<file path="config.mk">
export PLATFORM = sky130hd
export DESIGN_NAME = input_debounce_conditioner_flat
export DESIGN_NICKNAME = d
export VERILOG_FILES = /design/src/rtl/input_debounce_conditioner_if.sv /design/src/rtl/input_debounce_conditioner.sv /design/src/flat_wrapper.sv
export SDC_FILE = /design/constraint.sdc
export NUM_CORES = 1
export LEC_CHECK = 0
export CAP_MARGIN = 25
export CORE_MARGIN = 4
export CORE_UTILIZATION = 25
export DETAILED_ROUTE_END_ITERATION = 10
export PLACE_DENSITY_LB_ADDON = 0.25
export SLEW_MARGIN = 20
export SYNTH_ARGS = -nofsm -noshare
export SYNTH_HDL_FRONTEND = slang
export SYNTH_SLANG_ARGS = --single-unit
</file>
<file path="constraint.sdc">
create_clock -name clk_clk -period 3.2 [get_ports clk_clk]
set_input_delay 0.32 -clock clk_clk [delete_from_list [all_inputs] [get_ports clk_clk]]
set_output_delay 0.32 -clock clk_clk [all_outputs]
set_load 0.02 [all_outputs]
</file>
<file path="src/rtl/input_debounce_conditioner_if.sv">
// Pin-side and PIO-side signals of the input debounce conditioner.
// The conditioner connects through the master modport: it samples the raw
// pins and drives the clean levels and event pulses. Whatever sits on the
// other side (board pins plus the PIO inputs, or a bench) uses the slave
// modport.
//
// Signalling: there is no handshake. The raw pins are asynchronous levels.
// Every output is registered. Each pulse output is high for exactly one
// clk_clk cycle per accepted transition, and no consumer can stall it.
interface input_debounce_conditioner_if #(
    parameter int N_BTN = 4,
    parameter int N_SW  = 10
) ();
    logic [N_BTN-1:0] key_raw_n;
    logic [N_SW-1:0]  sw_raw;
    logic [N_BTN-1:0] button_clean_n;
    logic [N_SW-1:0]  switch_clean;
    logic [N_BTN-1:0] btn_press;
    logic [N_BTN-1:0] btn_release;
    logic [N_SW-1:0]  sw_change;
    logic             any_event;

    modport master (
        input  key_raw_n,
        input  sw_raw,
        output button_clean_n,
        output switch_clean,
        output btn_press,
        output btn_release,
        output sw_change,
        output any_event
    );

    modport slave (
        output key_raw_n,
        output sw_raw,
        input  button_clean_n,
        input  switch_clean,
        input  btn_press,
        input  btn_release,
        input  sw_change,
        input  any_event
    );
endinterface

</file>
<file path="src/rtl/input_debounce_conditioner.sv">
// Debounce conditioner for the DE10-Lite KEY and SW pins.
// Each bit goes through the same three stages:
//   - a 2-flop synchronizer
//   - an integrating counter that accepts a new level only after
//     DEBOUNCE_CYCLES consecutive cycles that disagree with the clean level
//   - registered single-cycle edge pulses
// Buttons and switches are handled as one concatenated vector. Buttons sit
// in the low bits and switches in the high bits. Only the reset value
// differs: buttons reset to 1 (released) and switches reset to 0.
// DEBOUNCE_CYCLES must be >= 1, and 2^CNT_W must be >= DEBOUNCE_CYCLES.
module input_debounce_conditioner #(
    parameter int N_BTN           = 4,
    parameter int N_SW            = 10,
    parameter int DEBOUNCE_CYCLES = 500000,
    parameter int CNT_W           = 19
) (
    input  logic                         clk_clk,
    input  logic                         reset_reset_n,
    input_debounce_conditioner_if.master io
);

    localparam int N = N_BTN + N_SW;
    localparam logic [N-1:0]     RST_VAL = {{N_SW{1'b0}}, {N_BTN{1'b1}}};
    localparam logic [CNT_W-1:0] CNT_MAX = CNT_W'(DEBOUNCE_CYCLES - 1);

    logic [N-1:0]     raw;
    logic [N-1:0]     meta;
    logic [N-1:0]     sync;
    logic [N-1:0]     clean;
    logic [N-1:0]     clean_next;
    logic [N-1:0]     accept;
    logic [CNT_W-1:0] cnt      [N];
    logic [CNT_W-1:0] cnt_next [N];

    logic [N_BTN-1:0] press_next;
    logic [N_BTN-1:0] release_next;
    logic [N_SW-1:0]  change_next;
    logic             event_next;

    logic [N_BTN-1:0] press_q;
    logic [N_BTN-1:0] release_q;
    logic [N_SW-1:0]  change_q;
    logic             event_q;

    assign raw = {io.sw_raw, io.key_raw_n};

    // Two-stage synchronizer. Raw pins are only ever seen by the first stage.
    always_ff @(posedge clk_clk or negedge reset_reset_n) begin
        if (!reset_reset_n) begin
            meta <= RST_VAL;
            sync <= RST_VAL;
        end else begin
            meta <= raw;
            sync <= meta;
        end
    end

    // Integration.
    // A bit whose synchronized value agrees with its clean level holds its
    // counter at zero, so any bounce back restarts integration.
    // A bit that disagrees counts up. On the cycle it has already disagreed
    // for DEBOUNCE_CYCLES-1 cycles, this disagreement is the DEBOUNCE_CYCLES-th
    // one, so the bit is accepted and its counter returns to zero.
    // The counter therefore never exceeds CNT_MAX and never wraps.
    always_comb begin
        accept = '0;
        for (int i = 0; i < N; i++) begin
            cnt_next[i] = '0;
            if (sync[i] != clean[i]) begin
                if (cnt[i] == CNT_MAX) begin
                    accept[i] = 1'b1;
                end else begin
                    cnt_next[i] = cnt[i] + CNT_W'(1);
                end
            end
        end
        clean_next = clean ^ accept;
    end

    // Clean levels and per-bit counters.
    always_ff @(posedge clk_clk or negedge reset_reset_n) begin
        if (!reset_reset_n) begin
            clean <= RST_VAL;
            for (int i = 0; i < N; i++) begin
                cnt[i] <= '0;
            end
        end else begin
            clean <= clean_next;
            for (int i = 0; i < N; i++) begin
                cnt[i] <= cnt_next[i];
            end
        end
    end

    // Edge classification.
    // The direction comes from the clean level before the flip:
    // a button that was 1 (released) and is accepted is a press.
    always_comb begin
        press_next   = accept[N_BTN-1:0] & clean[N_BTN-1:0];
        release_next = accept[N_BTN-1:0] & ~clean[N_BTN-1:0];
        change_next  = accept[N-1:N_BTN];
        event_next   = |accept;
    end

    // Pulse registers.
    // They load on the same edge as clean, so each pulse is high during the
    // first cycle of the new clean level.
    always_ff @(posedge clk_clk or negedge reset_reset_n) begin
        if (!reset_reset_n) begin
            press_q   <= '0;
            release_q <= '0;
            change_q  <= '0;
            event_q   <= 1'b0;
        end else begin
            press_q   <= press_next;
            release_q <= release_next;
            change_q  <= change_next;
            event_q   <= event_next;
        end
    end

    assign io.button_clean_n = clean[N_BTN-1:0];
    assign io.switch_clean   = clean[N-1:N_BTN];
    assign io.btn_press      = press_q;
    assign io.btn_release    = release_q;
    assign io.sw_change      = change_q;
    assign io.any_event      = event_q;

endmodule
</file>
<file path="src/flat_wrapper.sv">
// flat-port wrapper written by rule: the top's interface ports become plain ports
module input_debounce_conditioner_flat 
#(
    parameter int N_BTN           = 4,
    parameter int N_SW            = 10,
    parameter int DEBOUNCE_CYCLES = 500000,
    parameter int CNT_W           = 19
)
  (clk_clk, reset_reset_n, io_key_raw_n, io_sw_raw, io_button_clean_n, io_switch_clean, io_btn_press, io_btn_release, io_sw_change, io_any_event);
  input_debounce_conditioner_if #(.N_BTN(N_BTN), .N_SW(N_SW)) io_i ();
  input  logic clk_clk;
  input  logic reset_reset_n;
  input wire logic [$bits(io_i.key_raw_n)-1:0] io_key_raw_n;
  input wire logic [$bits(io_i.sw_raw)-1:0] io_sw_raw;
  output wire logic [$bits(io_i.button_clean_n)-1:0] io_button_clean_n;
  output wire logic [$bits(io_i.switch_clean)-1:0] io_switch_clean;
  output wire logic [$bits(io_i.btn_press)-1:0] io_btn_press;
  output wire logic [$bits(io_i.btn_release)-1:0] io_btn_release;
  output wire logic [$bits(io_i.sw_change)-1:0] io_sw_change;
  output wire logic [$bits(io_i.any_event)-1:0] io_any_event;
  assign io_i.key_raw_n = io_key_raw_n;
  assign io_i.sw_raw = io_sw_raw;
  assign io_button_clean_n = io_i.button_clean_n;
  assign io_switch_clean = io_i.switch_clean;
  assign io_btn_press = io_i.btn_press;
  assign io_btn_release = io_i.btn_release;
  assign io_sw_change = io_i.sw_change;
  assign io_any_event = io_i.any_event;
  input_debounce_conditioner #(.N_BTN(N_BTN), .N_SW(N_SW), .DEBOUNCE_CYCLES(DEBOUNCE_CYCLES), .CNT_W(CNT_W)) u_core (.clk_clk(clk_clk), .reset_reset_n(reset_reset_n), .io(io_i));
endmodule
</file>
After elaboration in Yosys (flattened, before gate mapping):

Index checks and enable logic that the tools add are counted.
W data, S select, Z words.

* register bits after elaboration: 327
* bits of input ports: 16
* output and inout port bits: 33

* add/subtract/negate cells: 14
* equal/unequal tests: 28
* multiplexer cells: 56
* bitwise gates (word level): 4
* reductions and logical operators: 1

Operators by type and width (number)
* $mux W19: 28
* $add A19 B1 Y19 const B: 14
* $eq A19 B19 Y1 const B: 14
* $mux W1: 28
* $ne A1 B1 Y1: 14
* $reduce_or A14 Y1: 1
* $xor A14 B14 Y14: 1
* $and A4 B4 Y4: 2
* $not A4 Y4: 1

Longest topological paths before layout:

* depth after elaboration: 4
* mapped depth: 8

Worst setup path before layout:

Ideal clock, no wire load.

* path type: reg2reg
* start: register u_core.cnt[256] (netlist bit)
* end: register u_core.cnt[256] (netlist bit)
* data arrival time: 2.139 ns
* setup slack: 0.942 ns
* cell stages (with the launch flop): 8
* cell sequence: dfrtp_1 -> or4b_1 -> or3_1 -> or4_1 -> buf_2 -> nand2_8 -> buf_12 -> nor2_1

RTL lines
* from (decl): RTL line input_debounce_conditioner.sv:32 `logic [CNT_W-1:0] cnt [N];`
* from (signal, indexed assignment): RTL line input_debounce_conditioner.sv:90 `cnt[i] <= cnt_next[i];`

==> results.txt <==
DRC: 0
Fin crit share: 74.6%
Worst-path clk slew: 0.05 ns
Clk sinks: 327
Post-Route WL: 28,700 um
Max_cap viols: 0
Fillers: 6,019
Pleak: 7.34 nW
Mapped Nets: 1,459
RSZ-0062 raised after global routing: no
Die boundary height: 251 um
Routed vias/inst: 4.30
Detailed Routing Iterations Pass 1: 4
Clock Latency Late Sink: 0.53 ns
Main area contributors after synthesis: dfrtp_1 (53%), xor2_1 (8.2%), nor2_1 (8.0%), xnor2_1 (6.6%), nand3_1 (3.1%)
Core box area: 58,100 um2
Peak Freq: 0.419 GHz
H-Tree Depth: 2
Max stage delay on crit path: 0.70 ns
DR WL/cell: 12.5 um
CP required: 3.61 ns
Post-CTS Setup Bufs: 0
Nets: 1,529
Async SR Flop Fraction: 100%
Actual slew at the worst max-slew pin: 0.795 ns
Post-DP HPWL: 18,900 um
Syn Area/Cell: 10.3 um2
Endpoints failing hold: 0
Initial detailed-routing violation count: 468
CTS buffer count: 38
Warnings from Yosys: 0
DIE AREA: 63,100 um2
Pins Over Slew Limit: 0
CP endpoint kind: flop
GRT Overall Usage: 9.21%
Min Hold Slack: 0.200 ns
Initial Util: 25.4%
Max clock buf depth: 3
Via Count: 9,866
Cell Pwr Density: 521 nW/um2
Status: finished, final reports clean
Synth unique cells: 41
Post-cts sizing count: 0
HP Class: in2reg
CTS tree: done
IO Pins: 49
FF/Latch Area: 8200 um2
Layout Utilization: 30.2%
Cell Rows: 88
Final Skew: 0.0117 ns
Dominant synthesized flop cell: dfrtp_1
CP Data Arrival Time: 2.80 ns
Area Overhead vs Synth: 18.9%
First-pass GRT wire length: 49,900 um
Die X: 251 um
Area leader, netlist: dfrtp_1
Synthesis-stage register bit count: 327
Setup_tns: 0 ns
Yosys top cell area share: 53.3%
Final ANT Viol Nets: 0
Multi-input logic area: 6350 um2
Vias in the first global route: 10,100
Slowest stage cell, crit path: or4_1
GPL Wtd Cong: 0.749
Post-synth EDFFs: 0
CP Cell Sequence: or4b_1, or3_1, or4_1, nand2_8, nor2_1
Remaining Overflow, GRT: 0
Initial antenna violation count: 0
Slew margin rel.: 46.6%
# diodes: 0
Root buf cell: clkbuf_16
Final setup fails: 0
Fin crit period: 2.39 ns
Worst setup SP type: flop
Critical path peak fanout: 18
VDD IR max: 0.407 mV
# port buffers: 48
Cells after synthesis: 1,429
Largest net degree at the start of global routing: 83
Share of layout cells above drive strength 1: 7.72%
Crit Path Category: reg2reg
Post-Syn Area: 14,800 um2
Commonest cells in the netlist: dfrtp_1 (315), nor2_1 (315), xor2_1 (138)
Seq/Total Area, Yosys: 55.5%
==> logic make-up (layout without fill, tap and decap cells) <==
| group | after synthesis | in the layout | share of synthesized area (%) |
|---|---|---|---|
| flops | 327 | 327 | 55.5 |
| buf+inv | 55 | 154 | 1.57 |
| simple gates | 760 | 760 | 25.6 |
| mux | 13 | 13 | 0.990 |
| fa+ha+maj | 14 | 14 | 1.19 |
| xor+xnor | 249 | 249 | 14.8 |
| compound gates | 11 | 11 | 0.432 |
==> per-layer routing <==
metal	part of all wire [%]	GRT usage, %
met1	51	13.1
met2	43	14.1
met3	3.8	1.92
met4	2.4	2.84
met5	0	0
==> placed cells by master, fill, tap and decap left out, types with 30 or more instances in the layout <==
cell	count
xnor2_1	111
nand3_1	92
clkdlybuf4s50_1	47
nand4_1	59
and3_1	45
nor2_1	315
nand2_1	90
nor3_1	30
dfrtp_1	315
clkbuf_16	41
xor2_1	138
==> flip-flops by register name, indices dropped and copies added, names as in the netlist, named ones only <==
name	cells
u_core.io.any_event	1
u_core.sync	14
u_core.io.btn_press	4
u_core.io.sw_change	10
u_core.io.btn_release	4
u_core.cnt	266
u_core.meta	14
==> stage by stage <==
stage          instances  setup WS, ns  total power, W  instance area [um2]
2_1_floorplan       1429         0.942         0.00444                14800
3_3_place_gp        2223         0.859         0.00459                16200
3_5_place_dp        2223         0.808         0.00459                16200
4_1_cts             2293         0.802         0.00938                17600
5_1_grt             2293         0.606         0.00959                17600
6_report            2293         0.813         0.00916                17600
==> worst max-delay path: cells and delay by family (launching register included) <==
family           cells  cell delay, ns
flip-flops           1            0.42
AND/OR/NAND/NOR      5            1.84
==> path summary, 6_finish.rpt <==
| kind | start | slack (ns) | to | cells past startpoint |
|---|---|---|---|---|
| setup / recovery | u_core.cnt[256]$_DFF_PN0_ | 0.81 | u_core.cnt[256]$_DFF_PN0_ | 5 |
| hold / removal | io_key_raw_n[0] | 0.20 | u_core.meta[0]$_DFF_PN1_ | 1 |
| setup reg to reg | u_core.cnt[256]$_DFF_PN0_ | 0.81 | u_core.cnt[256]$_DFF_PN0_ | 5 |
| hold reg to reg | u_core.meta[9]$_DFF_PN0_ | 0.35 | u_core.sync[9]$_DFF_PN0_ | 0 |
| max in group asynchronous | reset_reset_n | 1.89 | u_core.cnt[222]$_DFF_PN0_ | 3 |
| min in group asynchronous | reset_reset_n | 0.37 | u_core.cnt[192]$_DFF_PN0_ | 2 |
==> cell type report <==
class	count	share of cell area, %
flip-flops and latches	327	46.6
well taps	765	5.45
clock inverters	9	0.861
inverters	26	0.555
clock buffers	60	6.98
multi-input cells	1047	36.1
repair buffers	59	3.39
==> report_power, final <==
group	internal [W]	switching, W
registers	0.00420	0.0000543
logic	0.0000789	0.000174
clock network	0.00295	0.00170
==> timing repair <==
item                                   4_1_cts  5_1_grt
endpoints found under the hold margin       68        0
hold buffers                                 1        0
setup endpoints to repair                    0        0
(Power assumes the default switching activity.)
